$ cat src/rtl/display_scan_driver.sv
`default_nettype none
// ============================================================================
// Module      : display_scan_driver
// Description : Converts a signed binary magnitude into four BCD digits with a
//               sequential shift-add-3 engine and time-multiplexes them onto
//               the shared digit/enable bus of the 4-digit display.
// Revision    : 1.0 - initial release
// ============================================================================
module display_scan_driver #(
  parameter int REFRESH_DIV = 100000,
  parameter int VALUE_W     = 14
) (
  input  logic               clk,
  input  logic               rst_n,
  input  logic [VALUE_W-1:0] value,
  input  logic               negative,
  input  logic               ans_sel,
  input  logic               load,
  output logic               busy,
  output logic [3:0]         digit,
  output logic [3:0]         enable,
  output logic               show_ans
);

  localparam int c_scan_w = (REFRESH_DIV > 2) ? $clog2(REFRESH_DIV) : 1;
  localparam int c_cnt_w  = (VALUE_W > 2) ? $clog2(VALUE_W) : 1;

  localparam logic [1:0] c_idle   = 2'd0;
  localparam logic [1:0] c_shift  = 2'd1;
  localparam logic [1:0] c_commit = 2'd2;

  localparam logic [c_scan_w-1:0] c_scan_last = c_scan_w'(REFRESH_DIV - 1);
  localparam logic [c_cnt_w-1:0]  c_bit_last  = c_cnt_w'(VALUE_W - 1);

  logic [1:0]          r_state;
  logic [1:0]          w_state_next;

  logic                w_accept;
  logic                w_shift;
  logic                w_commit;

  logic [VALUE_W-1:0]  w_mag;
  logic [15:0]         w_bcd_adj;

  logic [VALUE_W-1:0]  r_operand;
  logic [15:0]         r_bcd;
  logic [c_cnt_w-1:0]  r_bitcnt;
  logic                r_neg;
  logic                r_ans;

  logic [15:0]         r_disp;
  logic                r_show_ans;
  logic [c_scan_w-1:0] r_scan_cnt;
  logic [1:0]          r_scan_idx;
  logic [3:0]          r_digit;
  logic [3:0]          r_enable;

  // Clamp the magnitude to what four display positions can show (one is
  // spent on the dash for negative values). Comparisons are done at 32 bits
  // so narrow VALUE_W settings never see a truncated threshold.
  always_comb begin
    w_mag = value;
    if (negative && (32'(value) > 32'd999)) begin
      w_mag = VALUE_W'(999);
    end else if (!negative && (32'(value) > 32'd9999)) begin
      w_mag = VALUE_W'(9999);
    end
  end

  // Add-3 correction on every BCD nibble that is 5 or more before the shift.
  for (genvar g = 0; g < 4; g++) begin : g_nibble
    assign w_bcd_adj[g*4 +: 4] = (r_bcd[g*4 +: 4] >= 4'd5) ?
                                 (r_bcd[g*4 +: 4] + 4'd3) : r_bcd[g*4 +: 4];
  end

  // FSM state register.
  always_ff @(posedge clk or negedge rst_n) begin
    if (!rst_n) begin
      r_state <= c_idle;
    end else begin
      r_state <= w_state_next;
    end
  end

  // FSM next-state logic: one SHIFT cycle per operand bit, then one COMMIT.
  always_comb begin
    w_state_next = r_state;
    case (r_state)
      c_idle:   if (load) w_state_next = c_shift;
      c_shift:  if (r_bitcnt == c_bit_last) w_state_next = c_commit;
      c_commit: w_state_next = c_idle;
      default:  w_state_next = c_idle;
    endcase
  end

  // FSM outputs: strobes for the datapath and the busy flag.
  always_comb begin
    w_accept = 1'b0;
    w_shift  = 1'b0;
    w_commit = 1'b0;
    busy     = 1'b0;
    case (r_state)
      c_idle:   w_accept = load;
      c_shift:  begin w_shift = 1'b1;  busy = 1'b1; end
      c_commit: begin w_commit = 1'b1; busy = 1'b1; end
      default:  ;
    endcase
  end

  // Conversion datapath: latch on accept, double-dabble while shifting.
  always_ff @(posedge clk or negedge rst_n) begin
    if (!rst_n) begin
      r_operand <= '0;
      r_bcd     <= '0;
      r_bitcnt  <= '0;
      r_neg     <= 1'b0;
      r_ans     <= 1'b0;
    end else if (w_accept) begin
      r_operand <= w_mag;
      r_bcd     <= '0;
      r_bitcnt  <= '0;
      r_neg     <= negative;
      r_ans     <= ans_sel;
    end else if (w_shift) begin
      r_bcd     <= (w_bcd_adj << 1) | 16'(r_operand[VALUE_W-1]);
      r_operand <= r_operand << 1;
      r_bitcnt  <= r_bitcnt + 1'b1;
    end
  end

  // Display registers change only at COMMIT, so the bus never shows partial BCD.
  // A nonzero negative value gets the dash (code 10) in the leftmost position;
  // the clamp guarantees that position is otherwise zero.
  always_ff @(posedge clk or negedge rst_n) begin
    if (!rst_n) begin
      r_disp     <= '0;
      r_show_ans <= 1'b0;
    end else if (w_commit) begin
      r_disp     <= (r_neg && (r_bcd != 16'd0)) ? {4'd10, r_bcd[11:0]} : r_bcd;
      r_show_ans <= r_ans;
    end
  end

  // Free-running refresh counter; each wrap advances the lit position.
  always_ff @(posedge clk or negedge rst_n) begin
    if (!rst_n) begin
      r_scan_cnt <= '0;
      r_scan_idx <= 2'd0;
    end else if (r_scan_cnt == c_scan_last) begin
      r_scan_cnt <= '0;
      r_scan_idx <= r_scan_idx + 2'd1;
    end else begin
      r_scan_cnt <= r_scan_cnt + 1'b1;
    end
  end

  // Digit and anode select registered together so they always change on the same edge.
  always_ff @(posedge clk or negedge rst_n) begin
    if (!rst_n) begin
      r_digit  <= 4'd0;
      r_enable <= 4'b1110;
    end else begin
      r_digit  <= r_disp[{r_scan_idx, 2'b00} +: 4];
      r_enable <= ~(4'b0001 << r_scan_idx);
    end
  end

  assign digit    = r_digit;
  assign enable   = r_enable;
  assign show_ans = r_show_ans;

endmodule
`default_nettype wire

$ cat config.mk
export PLATFORM = sky130hd
export DESIGN_NAME = display_scan_driver
export DESIGN_NICKNAME = d
export VERILOG_FILES = /design/src/rtl/display_scan_driver.sv
export SDC_FILE = /design/constraint.sdc
export NUM_CORES = 1
export LEC_CHECK = 0
export ABC_AREA = 1
export BUFFER_PORTS_ARGS = -buffer_cell sky130_fd_sc_hd__buf_2
export CORE_MARGIN = 1.5
export CORE_UTILIZATION = 40
export DETAILED_ROUTE_END_ITERATION = 8
export PLACE_DENSITY = 0.59
export SETUP_SLACK_MARGIN = 0.15
export SYNTH_ARGS = -nofsm -noshare
export SYNTH_HDL_FRONTEND = slang
export SYNTH_SLANG_ARGS = --single-unit
$ cat constraint.sdc
create_clock -name clk -period 1.52 [get_ports clk]
set_input_delay 0.304 -clock clk [delete_from_list [all_inputs] [get_ports clk]]
set_output_delay 0.304 -clock clk [all_outputs]
set_load 0.01 [all_outputs]
---- After elaboration in Yosys (flattened, before gate mapping) ----
Index checks and enable logic that the tools add are counted.
word-level totals
  register bits ........................... 82
  bits in latches ......................... 0
  bits in writable memories ............... 0
  ROM bits ................................ 0
  input bits .............................. 19
  output and inout port bits .............. 10
  logic and storage cells ................. 65
  memories ................................ 0
operators by class
  add/subtract/negate cells ............... 7
  multipliers ............................. 0
  div/mod/pow operators ................... 0
  order comparisons ....................... 6
  equal/unequal tests ..................... 6
  shift operators ......................... 2
  mux-type cells .......................... 21
  bitwise logic cells ..................... 2
  reductions and logical operators ........ 9
operators by type and width
  kind                                                                count
  two-way mux 14 bit                                                  4
  two-way mux 16 bit                                                  3
  two-way mux 4 bit                                                   5
  adder 17 x 1 -> 17 bit (second input constant)                      1
  == test 17 bit (second input constant)                              1
  two-way mux 17 bit                                                  1
  greater-or-equal comparator 4 x 3 -> 1 bit (second input constant)  4
  bitwise OR 16 x 1 -> 16 bit                                         1
  nonzero test 16 bit                                                 1
  variable part select 16 x 5 -> 4 bit                                1
  greater-than comparator 14 x 10 -> 1 bit (second input constant)    1
  greater-than comparator 14 bit (second input constant)              1
  adder 4 x 2 -> 4 bit (second input constant)                        3
  adder 4 x 1 -> 4 bit (second input constant)                        1
  == test 4 bit (second input constant)                               1
  two-way mux 1 bit                                                   4
  two-way mux 2 bit                                                   2
  != test 2 bit (second input constant)                               2
  NOT 4 bit                                                           1
  one-hot mux 2 bit (2 select lines)                                  1
  left shift 1 x 2 -> 4 bit (first input constant)                    1
  adder 3 x 2 -> 3 bit (second input constant)                        1
  logical AND 1 bit                                                   3
  two-way mux 3 bit                                                   1
  other kinds (8)                                                     8

---- Longest topological paths before layout ----
Gate-level depths: netlist (run 1).
  word-level depth ........................ 5
  mapped depth ............................ 12

---- Worst setup path after synthesis (run 1) ----
No wires, ideal clock.
  path kind ............................... register to register
  start point ............................. reg r_state[0]
  end point ............................... reg r_operand[2]
  library setup time ...................... 0.116 ns
  arrival ................................. 1.348 ns
  required time ........................... 1.404 ns
  setup slack ............................. 0.056 ns
  stages on the path, launching flop included .. 13
  buffers on the path ..................... 1
  period minus slack after synthesis ...... 1.464 ns
  cells stage by stage .................... dfrtp_1 -> inv_1 -> ha_1 -> nand2_2 -> inv_4 -> nand2_2 -> nor2_2 -> nand2_1 -> nand2_2 -> buf_6 -> nand3b_1 -> nand2_1 -> nand2_1
on the way
  cells in the longest elaborated chain, start to end .. 3
ends and longest elaborated chain
  what                                                                line  source
  start: declaration                                                  35    logic [1:0] r_state;
  start signal: assignment                                            79    r_state <= c_idle;
  start signal: assignment                                            81    r_state <= w_state_next;
  == test 2 x 1 -> 1 bit or logical NOT 2 bit (tied branches)         102   case (r_state)
  two-way mux 1 bit                                                   102
  nonzero test 2 bit (no line) or two-way mux 14 bit (tied branches)  -
  end signal: assignment                                              119   r_operand <= w_mag;
  end signal: assignment                                              126   r_operand <= r_operand << 1;
  end: declaration                                                    45    logic [VALUE_W-1:0] r_operand;
Parallel ways exist; a longest one is shown, timed or not.
A chain may end at the register's enable or synchronous reset.

---- Final worst setup path (run 1) ----
  start point ............................. reg r_scan_cnt[1]
  end point ............................... reg r_scan_cnt[7]
on the way
  cells in the longest elaborated chain, start to end .. 2
ends and longest elaborated chain
  what                                                      line      source
  start: declaration                                        53        logic [c_scan_w-1:0] r_scan_cnt;
  start signal: assignment                                  153       r_scan_cnt <= r_scan_cnt + 1'b1;
  adder 17 x 1 -> 17 bit or == test 17 bit (tied branches)  153, 149
  two-way mux 17 bit *                                      149       end else if (r_scan_cnt == c_scan_last) begin
Every way passes the cells marked *; elsewhere a longest branch is shown, timed or not.

==> results of run 1 <==
==> layout make-up <==
type                    count  area [µm²]  area share (%)
well taps                 136         170            3.03
clock buffers              10         138            2.45
repair buffers             73         566            10.1
inverters                  68         280            4.99
multi-input cells         360        2350            41.9
clock inverters             6        47.5           0.846
repair inverters            1        8.76           0.156
flip-flops and latches     82        2060            36.6
==> layer usage <==
| metal | vias to the layer above | wire length [µm] |
|---|---|---|
| met5 | - | 0 |
| met4 | 0 | 144 |
| met3 | 13 | 285 |
| met2 | 59 | 5170 |
| met1 | 1723 | 4480 |
| li1 | 1827 | - |
==> per-stage QoR <==
step | setup TNS (ps) | instance area, µm² | instances | utilization [%]
finish | 0 | 5620 | 736 | 54.0
global placement | 0 | 4830 | 696 | 46.3
global route | -265 | 5620 | 736 | 54.0
detailed placement | -76.4 | 4830 | 696 | 46.3
floorplan | 0 | 4370 | 522 | -
CTS | 0 | 5210 | 723 | 50.0
==> path summary, 6_finish.rpt <==
path / from / endpoint / slack, ps
setup / recovery: r_scan_cnt[1]$_DFF_PN0_ / r_scan_cnt[7]$_DFF_PN0_ / 30
hold / removal: value[0] / r_operand[0]$_DFFE_PN0P_ / 150
setup reg to reg: r_scan_cnt[1]$_DFF_PN0_ / r_scan_cnt[7]$_DFF_PN0_ / 30
hold reg to reg: r_disp[12]$_DFFE_PN0N_ / r_disp[12]$_DFFE_PN0N_ / 480
max in group asynchronous: rst_n / r_bcd[12]$_DFFE_PN0P_ / 620
min in group asynchronous: rst_n / r_scan_cnt[3]$_DFF_PN0_ / 340
==> placed cells by master, fill, tap and decap left out, types with 5 or more instances in the layout <==
master,synthesis,layout
nand3_1,23,8
clkbuf_8,0,10
nor2_4,3,9
o21ai_1,5,22
buf_2,5,26
o21ai_0,59,38
or2_2,8,6
nor2_1,61,56
ha_4,0,5
inv_1,58,47
xor2_1,8,7
ha_1,22,16
nand2_1,100,87
inv_2,7,15
nand2_2,6,12
dfrtp_1,79,78
nand3_2,5,17
a21oi_1,22,12
buf_6,2,8
buf_4,2,34
nand4_1,8,8
a21oi_2,5,14
nand2_4,0,7
==> worst max-delay path, stage by stage, from the launching register on <==
cell,delay [ps]
dfrtp_1,430
ha_4,180
nand2_4,60
nor2_4,180
nand4_1,200
nor4_4,240
nor2_1,80
==> cell families after synthesis <==
kind of cell | after synthesis
AO/OA/AOI/OAI | 99
XOR/XNOR | 9
adder cells (fa/ha/maj) | 22
buffers and inverters | 81
flip-flops | 82
AND/OR/NAND/NOR | 229
==> sequential cells by signal, indices dropped and copies added (netlist names) <==
name	count
r_scan_idx	2
r_neg	1
r_scan_cnt	17
r_ans	1
show_ans	1
r_state	2
r_disp	16
r_bitcnt	4
digit	4
enable	4
r_operand	14
r_bcd	16
==> power by group through the flow <==
stage                     registers [mW]  clock network, mW  logic (mW)
after floorplan                     3.06                  0        2.00
after CTS                           3.08               1.54        3.24
after global routing                3.17               1.63        4.30
final                               3.11               1.49        3.89
after detailed placement            3.12                  0        2.92
after global placement              3.11                  0        2.83
==> timing repair <==
item | CTS | global route
cloned | 2 | 0
setup endpoints to repair | 49 | 59
buffers inserted | 8 | 13
resized for setup | 42 | 86
endpoints found under the hold margin | 13 | 0
hold buffers | 1 | 0
pin swaps | 8 | 26
==> metrics.md, run 1 <==
| Metric | Value |
|---|---|
| Post-Syn Area | 4340 µm² |
| Crit start category | flip-flop |
| CP endpoint kind | flip-flop |
| Critical path type | reg2reg |
| Sw Share | about two fifths |
| Slew Limit Headroom | 73.8% |
| Multiplexer area fraction after synthesis | 0% |
| Worst hold slack | ~150 ps |
| Worst skew pair latency | between 300 and 400 ps |
| Post-DP HPWL | between 6000 and 7000 µm |
| Top post-synthesis cells by area | dfrtp_1 (46%), nand2_1 (8.6%), o21ai_0 (6.8%), ha_1 (6.3%), nor2_1 (5.3%) |
| Cell with the most instances after synthesis | nand2_1 |
| Worst Path Arrival | 1720 ps |
| Sequential area share after synthesis | between 40% and 50% |
| Post-layout net count | 636 |
| Main flop type after synthesis | dfrtp_1 |
| Area share of xor/xnor cells in the synthesized design | between 1.5 and 2% |
| Post-synth EDFFs | 0 |
| Leak Pwr | 2.64 nW |
| IO buf count | 28 |
| Async SR Flop Fraction | 100% |
| Sw Pwr | between 3 and 4 mW |
| P&R area growth vs syn | 29.5% |
| Worst Path Required | 1750 ps |
| Initial core utilization | 41.7% |
| Comb pwr share | 45.8% |
| Overall Global Routing Usage | 17.4% |
| I/O pin cnt | 29 |
| Power, Total | 8.48 mW |
| H-tree depth | 3 |
| RePlAce Congestion | around 0.9 |
| Reg2Reg Depth | 6 |
| Sink Count | 82 |
| Yosys reg bits | 82 |
| RSZ-0062 raised after global routing | true |
| VDD IR max | 1.16 mV |
| Most frequent cells after synthesis | nand2_1 (100), dfrtp_1 (79), nor2_1 (61), o21ai_0 (59), inv_1 (58) |
| Antenna-violating nets left | 0 |
| Clock skew | 13.4 ps |
| Worst min path class | in2reg |
| Slew @ Worst Pin | 392 ps |
| Maximum fanout count along the critical path | 4 |
| Largest family of logic cells by synthesized area | simple AND/OR/NAND/NOR gates |
| Row count | 37 |
| Initial antenna violation count | 0 |
| GR peak layer | met2 |
| Routed len/inst | 13.7 µm |
| Chip width | 107 µm |
| Cells after Synth | 522 |
| Die H | 107 µm |
| Fmax | 0.671 GHz |
| Worst-path clk slew | 90 ps |
| Setup violators final | 0 |
| Worst Slack Setup Final | just under 30 ps |
| Mapped Nets | 563 |
| Synth warnings | 0 |
| Avg Vias per Cell | 4.92 |
| Post-Synth Simple-Gate Area | 24.4% |
| Grt met2 use | 30.8% |
| Cts bufs inserted | 9 |
| Period utilisation layout | approximately 100% |
| Core Area | 10400 µm² |
| Internal Power | 5.13 mW |
| Post-route DRC violation count | 0 |
| Post-synthesis adder-cell area fraction | 6.34% |
| Clk buf depth | 2 |
| Average size of a mapped cell | 8.31 µm² |
| Vias in the first global route | 3448 |
| Pin count of the biggest net entering global routing | 49 |
| CTS tree | yes |
| # fillers | 1007 |
| First-pass GRT wire length | 15800 µm |
| Distinct cells, synth | 39 |
| GR Util met3 | 4.26% |
| Initial DRC Count | 139 |
| Outcome | finished clean |
| CTS Root Cell | clkbuf_8 |
| Routed wire length | 10100 µm |
| Pwr Density | 1510 nW/µm² |
| Max Slew Vio Count | 0 |
| Hold path depth | 3 |
| Antenna cells | 0 |
| Detailed-route via count | approximately 3600 |
| First drt pass iteration count | 4 |
| Post-synth top area cell | dfrtp_1 |
| Clock group share of total power | 17.5% |
| Routing usage on met1 | about a fifth |
| Final hold vios | 0 |
| Compound-Gate Fraction of Synth Area | 12.3% |
| Tmin final | about 1500 ps |
| Sequential Power Share | 36.6% |
| Pre-CTS setup slack | -34.2 ps |
| Max-cap violations | 0 |
| Die footprint | 11500 µm² |
| Area share of the largest cell type after synthesis | 45.5% |
| Grt ovf | 0 |
| Share of cells above drive strength 1 | between 30% and 40% |
Power figures use the tool's default switching activity.
==> run 2, diff against run 1 <==
--- a/config.mk
+++ b/config.mk
@@ -10,6 +10,7 @@
 export CORE_MARGIN = 1.5
 export CORE_UTILIZATION = 40
 export DETAILED_ROUTE_END_ITERATION = 8
+export MAX_ROUTING_LAYER = met4
 export PLACE_DENSITY = 0.59
 export SETUP_SLACK_MARGIN = 0.15
 export SYNTH_ARGS = -nofsm -noshare
==> run 2 against run 1 <==
Effect of this change:
- clock power barely moved
- combinational power barely moved
- die area unchanged
- via count barely moved
- non-clock buffer count unchanged
- total power about the same
- utilization is essentially flat
- hold slack about the same
- final area barely moved
- largest power group unchanged
- highest routed layer unchanged
==> metrics.md, run 2 (synthesis results as in run 1) <==
| Metric | Value |
|---|---|
| Outcome | finished clean |
| Pwr Density | 1510 nW/µm² (about the same) |
| WHS Endpoint | r_operand[0]$_DFFE_PN0P_ |
| Initial core utilization | 41.7% (unchanged) |
| Post-layout net count | 636 (unchanged) |
| Hold path depth | 3 (unchanged) |
| CTS Root Cell | clkbuf_8 |
| CP Cell Sequence | ha_4, nand2_4, nor2_4, nand4_1, nor4_4, nor2_1 |
| Max reg flops | 17 (unchanged) |
| Clk buf depth | 2 (unchanged) |
| Hold_sp | value[0] |
| Reg2reg start | r_scan_cnt[1]$_DFF_PN0_ |
| Slew Limit Headroom | 73.8% (unchanged) |
| Max-cap violations | 0 (unchanged) |
| Worst hold slack | 154 ps (+0.302 ps) |
| Vias in the first global route | 3448 (unchanged) |
| CTS tree | yes |
| I/O pin cnt | 29 (unchanged) |
| Setup TNS Final | 0 ps (unchanged) |
| VDD IR max | 1.16 mV (-0.14%) |
| Flop2flop setup slack | 30 ps (about the same) |
| Reg-to-Reg End | r_scan_cnt[7]$_DFF_PN0_ |
| Sw Pwr | 3.35 mW (about the same) |
| WL met3 | 272 µm (-4.6%) |
| IO buf count | 28 (unchanged) |
| Fmax | 0.672 GHz (+0.22%) |
| Largest register by flop count | r_scan_cnt |
| Sink Count | 82 (unchanged) |
| # fillers | 1007 (unchanged) |
| Clock group share of total power | 17.6% (about the same) |
| Most common cell after layout, fill and taps aside | nand2_1 |
| Biggest regs | r_scan_cnt x17, r_bcd x16, r_disp x16 |
| Pre-CTS setup slack | -34.2 ps (unchanged) |
| Maximum fanout count along the critical path | 4 (unchanged) |
| Max stage delay cell, worst path | dfrtp_1 |
| Routed wire length | 10100 µm (-0.24%) |
| Antenna cells | 0 (unchanged) |
| Overall Global Routing Usage | 17.9% (+0.49 points) |
| Die footprint | 11500 µm² (unchanged) |
| Top layer in use | met4 |
| Internal Power | 5.12 mW (about the same) |
| Core Area | 10400 µm² (unchanged) |
| Worst Slack Setup Final | 32.2 ps (+3.27 ps) |
| Share of cells above drive strength 1 | 34.7% (-0.17 points) |
| Worst skew pair latency | 360 ps (about the same) |
| Avg Vias per Cell | 4.92 (about the same) |
| Grt ovf | 0 (unchanged) |
| Period utilisation layout | 97.9% (-0.22 points) |
| WL met1 | 4500 µm (+0.31%) |
| Sw Share | 39.6% (about the same) |
| First-pass GRT wire length | 15800 µm (about the same) |
| Detailed-route via count | 3624 (+0.055%) |
| RSZ-0062 raised after global routing | true |
| Max Slew Vio Count | 0 (unchanged) |
| WL met2 | 5110 µm (-1.2%) |
| P&R area growth vs syn | 29.4% (about the same) |
| Worst Path Arrival | 1720 ps (about the same) |
| Crit start category | flip-flop |
| Antenna-violating nets left | 0 (unchanged) |
| Worst Path Required | 1750 ps (about the same) |
| Leak Pwr | 2.64 nW (about the same) |
| H-tree depth | 3 (unchanged) |
| Tmin final | 1490 ps (-3.27 ps) |
| Chip width | 107 µm (unchanged) |
| CP endpoint kind | flip-flop |
| Post-DP HPWL | 6690 µm (unchanged) |
| Slew @ Worst Pin | 392 ps (unchanged) |
| Cts bufs inserted | 9 (unchanged) |
| Worst-path clk slew | 90 ps (about the same) |
| Setup violators final | 0 (unchanged) |
| Reg2Reg Depth | 6 (unchanged) |
| Worst min path class | in2reg |
| First drt pass iteration count | 4 (unchanged) |
| CP max stage delay | 430 ps (about the same) |
| Clock skew | 13.4 ps (-0.0675 ps) |
| Critical path type | reg2reg |
| Post-route DRC violation count | 0 (unchanged) |
| Final hold vios | 0 (unchanged) |
| Sequential Power Share | 36.6% (about the same) |
| Die H | 107 µm (unchanged) |
| Pin count of the biggest net entering global routing | 49 (unchanged) |
| Initial antenna violation count | 0 (unchanged) |
| Most frequent cells in the layout | nand2_1 (87), dfrtp_1 (78), nor2_1 (56) |
| Row count | 37 (unchanged) |
| RePlAce Congestion | 0.895 (+1.7%) |
| Routed len/inst | 13.7 µm (-0.24%) |
| Comb pwr share | 45.8% (about the same) |
| Initial DRC Count | 123 (-12%) |
==> run 2: area by class of cell <==
| type | count | area (µm²) | share of cell area, % |
|---|---|---|---|
| Multi-Input combinational cell | 360 | 2350 | 41.8 |
| Inverter | 68 | 280 | 4.99 |
| Tap cell | 136 | 170 | 3.03 |
| Clock inverter | 6 | 47.5 | 0.847 |
| Sequential cell | 82 | 2060 | 36.6 |
| Timing Repair inverter | 1 | 8.76 | 0.156 |
| Clock buffer | 10 | 138 | 2.45 |
| Timing Repair Buffer | 73 | 566 | 10.1 |
==> run 2: worst max-delay path, delay by kind of cell (launching register included) <==
kind                       cells  cell delay, ps
adders and majority gates      1             180
DFF                            1             430
and+or+nand+nor                5             760
==> run 2: power groups by stage <==
stage                     Sequential, mW  Clock [mW]  Combinational (mW)
final                               3.11        1.49                3.88
after global routing                3.17        1.63                4.30
after CTS                           3.08        1.54                3.24
after detailed placement            3.12           0                2.92
after global placement              3.11           0                2.83
after floorplan                     3.06           0                2.00
==> run 2: stage by stage <==
stage | utilization [%] | power, mW | instances | area (µm²)
after global routing | 53.9 | 9.10 | 736 | 5620
after floorplan | - | 5.06 | 522 | 4370
final | 53.9 | 8.48 | 736 | 5620
after detailed placement | 46.3 | 6.04 | 696 | 4830
after global placement | 46.3 | 5.94 | 696 | 4830
after CTS | 50.0 | 7.86 | 723 | 5210
==> run 2: how the worst max path moves through the flow <==
stage | startpoint | end | cells after the start
2_1_floorplan | r_state[1]$_DFFE_PN0P_ | r_operand[2]$_DFFE_PN0P_ | 12
4_1_cts | r_state[1]$_DFFE_PN0P_ | busy | 3
3_5_place_dp | r_state[1]$_DFFE_PN0P_ | r_operand[0]$_DFFE_PN0P_ | 11
6_report | r_scan_cnt[1]$_DFF_PN0_ | r_scan_cnt[7]$_DFF_PN0_ | 6
5_1_grt | r_scan_cnt[1]$_DFF_PN0_ | r_scan_cnt[7]$_DFF_PN0_ | 6
3_3_place_gp | r_state[1]$_DFFE_PN0P_ | r_operand[0]$_DFFE_PN0P_ | 11
==> run 2: timing repair <==
item	4_1_cts	5_1_grt
setup endpoints to repair	49	59
endpoints found under the hold margin	13	0
hold buffers	1	0
pin swaps	8	26
setup buffers	8	13
cloned	2	0
resized for setup	42	85
==> run 2: layer usage <==
metal  vias up  track usage, %
met2        57            30.8
met5         -               -
met1      1724            20.9
met4         0            4.95
li1       1824               -
met3        19            4.19
==> run 3, diff against run 2 <==
--- a/config.mk
+++ b/config.mk
@@ -5,7 +5,7 @@
 export SDC_FILE = /design/constraint.sdc
 export NUM_CORES = 1
 export LEC_CHECK = 0
-export ABC_AREA = 1
+export ABC_AREA = 0
 export BUFFER_PORTS_ARGS = -buffer_cell sky130_fd_sc_hd__buf_2
 export CORE_MARGIN = 1.5
 export CORE_UTILIZATION = 40
==> run 3 against run 2 <==
Effect of this change:
- synthesized cell count is 28% lower
- sequential cell count unchanged
- clock skew down 3.5 ps
- highest routed layer unchanged
- the run now ends with negative setup slack left
- first-iteration DRC count is 44% higher
- register-to-register slack got worse by 130 ps
- synthesized area decreased by 6.6%
- critical path type unchanged
- largest power group unchanged
- critical path depth decreased by 1
- die area fell by 6.4%
==> metrics.md, run 3 <==
| Metric | Value |
|---|---|
| Outcome | complete, but fails checks |
| Failing checks | negative setup slack |
| GR peak layer | met2 |
| Clock skew | 9.85 ps (-3.53 ps) |
| Initial antenna violation count | 0 (unchanged) |
| Fin util | 61.0% (+7.1 points) |
| Share of cells above drive strength 1 | 49.9% (+15 points) |
| IO buf count | 28 (unchanged) |
| Top post-synthesis cells by area | dfrtp_1 (49%), ha_1 (6.8%), mux2_2 (4.7%), xnor2_1 (3.5%), nand2_1 (3.3%) |
| Main flop type after synthesis | dfrtp_1 |
| Reg-to-Reg End | r_scan_idx[1]$_DFFE_PN0N_ |
| Routing usage on met1 | 26.6% (+5.7 points) |
| First-pass GRT wire length | 16900 µm (+6.9%) |
| Tmin final | 1620 ps (+130 ps) |
| Post-DP HPWL | 6360 µm (-4.9%) |
| Period utilisation layout | 106% (+8.5 points) |
| VDD IR max | 0.849 mV (-27%) |
| Chip width | 104 µm (-3.3%) |
| Routed len/inst | 16.2 µm (+19%) |
| Slew Limit Headroom | 72.9% (-0.95 points) |
| Pin count of the biggest net entering global routing | 36 (-27%) |
| First drt pass iteration count | 4 (unchanged) |
| Grt met2 use | 32.4% (+1.6 points) |
| Distinct cells, synth | 51 (+31%) |
| Synth warnings | 0 (unchanged) |
| Most common cell after layout, fill and taps aside | dfrtp_1 |
| Maximum fanout count along the critical path | 12 (+8) |
| CTS Root Cell | clkbuf_8 |
| Die H | 104 µm (-3.3%) |
| Yosys reg bits | 82 (unchanged) |
| Worst Slack Setup Final | -97.6 ps (-130 ps) |
| Area share of the largest cell type after synthesis | 48.8% (+3.2 points) |
| Grt ovf | 0 (unchanged) |
| Cells after Synth | 376 (-28%) |
| Post-layout net count | 537 (-16%) |
| RePlAce Congestion | 0.857 (-4.2%) |
| Core Area | 9820 µm² (-5.7%) |
| Routed wire length | 10300 µm (+2.1%) |
| Flop2flop setup slack | -100 ps (-130 ps) |
| Max-cap violations | 0 (unchanged) |
| Antenna-violating nets left | 0 (unchanged) |
| Reg2Reg Depth | 5 (-1) |
| Post-synth top area cell | dfrtp_1 |
| Reg2reg start | r_scan_cnt[14]$_DFF_PN0_ |
| Initial DRC Count | 177 (+44%) |
| Cell with the most instances after synthesis | dfrtp_1 |
| Post-Syn Area | 4060 µm² (-6.6%) |
| Detailed-route via count | 3293 (-9.1%) |
| Most frequent cells after synthesis | dfrtp_1 (79), nand2_1 (36), a21oi_1 (24), ha_1 (22), inv_1 (22) |
| Overall Global Routing Usage | 20.3% (+2.4 points) |
| Max reg flops | 17 (unchanged) |
| H-tree depth | 3 (unchanged) |
| Die footprint | 10800 µm² (-6.4%) |
| Sink Count | 82 (unchanged) |
| Pre-CTS setup slack | -86.5 ps (-52.2 ps) |
| CP endpoint kind | flip-flop |
| Leak Pwr | 2.67 nW (+0.93%) |
| Worst Path Arrival | 1920 ps (+200 ps) |
| P&R area growth vs syn | 47.7% |
| Initial core utilization | 41.3% (-0.37 points) |
| Worst-path clk slew | 90 ps (about the same) |
| Setup TNS Final | -656 ps (-656 ps) |
| WHS Endpoint | r_ans$_DFFE_PN0P_ |
| Worst min path class | in2reg |
| Worst Path Required | 1820 ps (+70 ps) |
| Hold_sp | ans_sel |
| Async SR Flop Fraction | 100% (unchanged) |
| Fmax | 0.618 GHz (-8.0%) |
| Final hold vios | 0 (unchanged) |
| Slew @ Worst Pin | 403 ps (+10.5 ps) |
| Clk buf depth | 2 (unchanged) |
| Cts bufs inserted | 9 (unchanged) |
| Sequential area share after synthesis | 50.7% (+3.3 points) |
| Average size of a mapped cell | 10.8 µm² (+30%) |
| Max Slew Vio Count | 0 (unchanged) |
| Most frequent cells in the layout | dfrtp_1 (78), buf_4 (70), nand2_1 (33) |
| Post-route DRC violation count | 0 (unchanged) |
| GR Util met3 | 2.52% (-1.7 points) |
| Biggest regs | r_scan_cnt x17, r_bcd x16, r_disp x16 |
| Mapped Nets | 417 (-26%) |
| Post-synth EDFFs | 0 (unchanged) |
| Worst skew pair latency | 370 ps (about the same) |
| Largest register by flop count | r_scan_cnt |
| Vias in the first global route | 3389 (-1.7%) |
| Row count | 36 (-2.7%) |
| CTS tree | yes |
| RSZ-0062 raised after global routing | true |
| I/O pin cnt | 29 (unchanged) |
| Critical path type | reg2reg |
| Avg Vias per Cell | 5.19 (+5.5%) |
| Crit start category | flip-flop |
| Pwr Density | 1570 nW/µm² (+3.8%) |
| Hold path depth | 3 (unchanged) |
| Setup violators final | 12 (+12) |
| Antenna cells | 0 (unchanged) |
[run 3: repair_timing]
item,CTS,global route
setup endpoints to repair,58,63
resized for setup,70,41
pin swaps,30,20
gates cloned,1,2
hold buffers,1,0
endpoints found under the hold margin,19,0
buffers inserted,21,9
[run 3: worst max-delay path by stage]
stage / start / to / slack [ps] / depth (start not counted)
2_1_floorplan: r_scan_cnt[14]$_DFF_PN0_ / r_scan_idx[1]$_DFFE_PN0N_ / -100 / 5
3_3_place_gp: r_bcd[0]$_DFFE_PN0P_ / r_disp[15]$_DFFE_PN0N_ / -60 / 7
3_5_place_dp: r_scan_cnt[14]$_DFF_PN0_ / r_scan_idx[1]$_DFFE_PN0N_ / -90 / 5
4_1_cts: r_scan_cnt[14]$_DFF_PN0_ / r_scan_idx[1]$_DFFE_PN0N_ / -110 / 5
5_1_grt: r_scan_cnt[14]$_DFF_PN0_ / r_scan_idx[1]$_DFFE_PN0N_ / -180 / 5
6_report: r_scan_cnt[14]$_DFF_PN0_ / r_scan_idx[1]$_DFFE_PN0N_ / -100 / 5
[run 3: final cells by class]
class                           count  area (µm²)
Clock buffer                       10         128
Clock inverter                      6        41.3
Fill cell                         850        3830
Inverter                           22        85.1
Multi-Input combinational cell    258        2440
Sequential cell                    82        2060
Tap cell                          133         166
Timing Repair Buffer              123        1070
[run 3: kinds of logic after synthesis]
kind of cell               share of synthesized area, %
DFF                                                50.7
muxes                                              8.42
buffers and inverters                              3.43
adders and majority gates                          6.79
xor gates and xnor gates                           4.54
and+or+nand+nor                                    14.5
AOI/OAI and AO/OA                                  11.7
[run 3: power by group]
part           switching, mW  leakage (nW)  total, mW  internal (mW)
sequential             0.454          1.06       3.19           2.74
combinational           2.15          1.53       4.74           2.59
clock                  0.860        0.0787       1.45          0.594
total                   3.47          2.67       9.39           5.92
[run 3: per-layer routing]
layer | vias up | routed length, µm
li1 | 1568 | -
met1 | 1641 | 4780
met2 | 70 | 5020
met3 | 14 | 312
met4 | 0 | 167
met5 | - | 0
[run 3: worst max-delay path, stage by stage, from the launching register on]
cell and delay [ps]:
dfrtp_1 390, or4_4 540, nor4_4 320, buf_12 170
nand2_1 50, o21ai_1 70
[run 3: through the flow]
step / std cells / cell area [µm²] / total power [mW] / hold slack, ps
global placement: 584 / 4980 / 6.33 / 226
finish: 634 / 5990 / 9.39 / 162
floorplan: 376 / 4250 / 5.28 / 8.41
detailed placement: 584 / 4980 / 6.42 / 229
global route: 634 / 5990 / 9.96 / 176
CTS: 623 / 5700 / 8.72 / 151
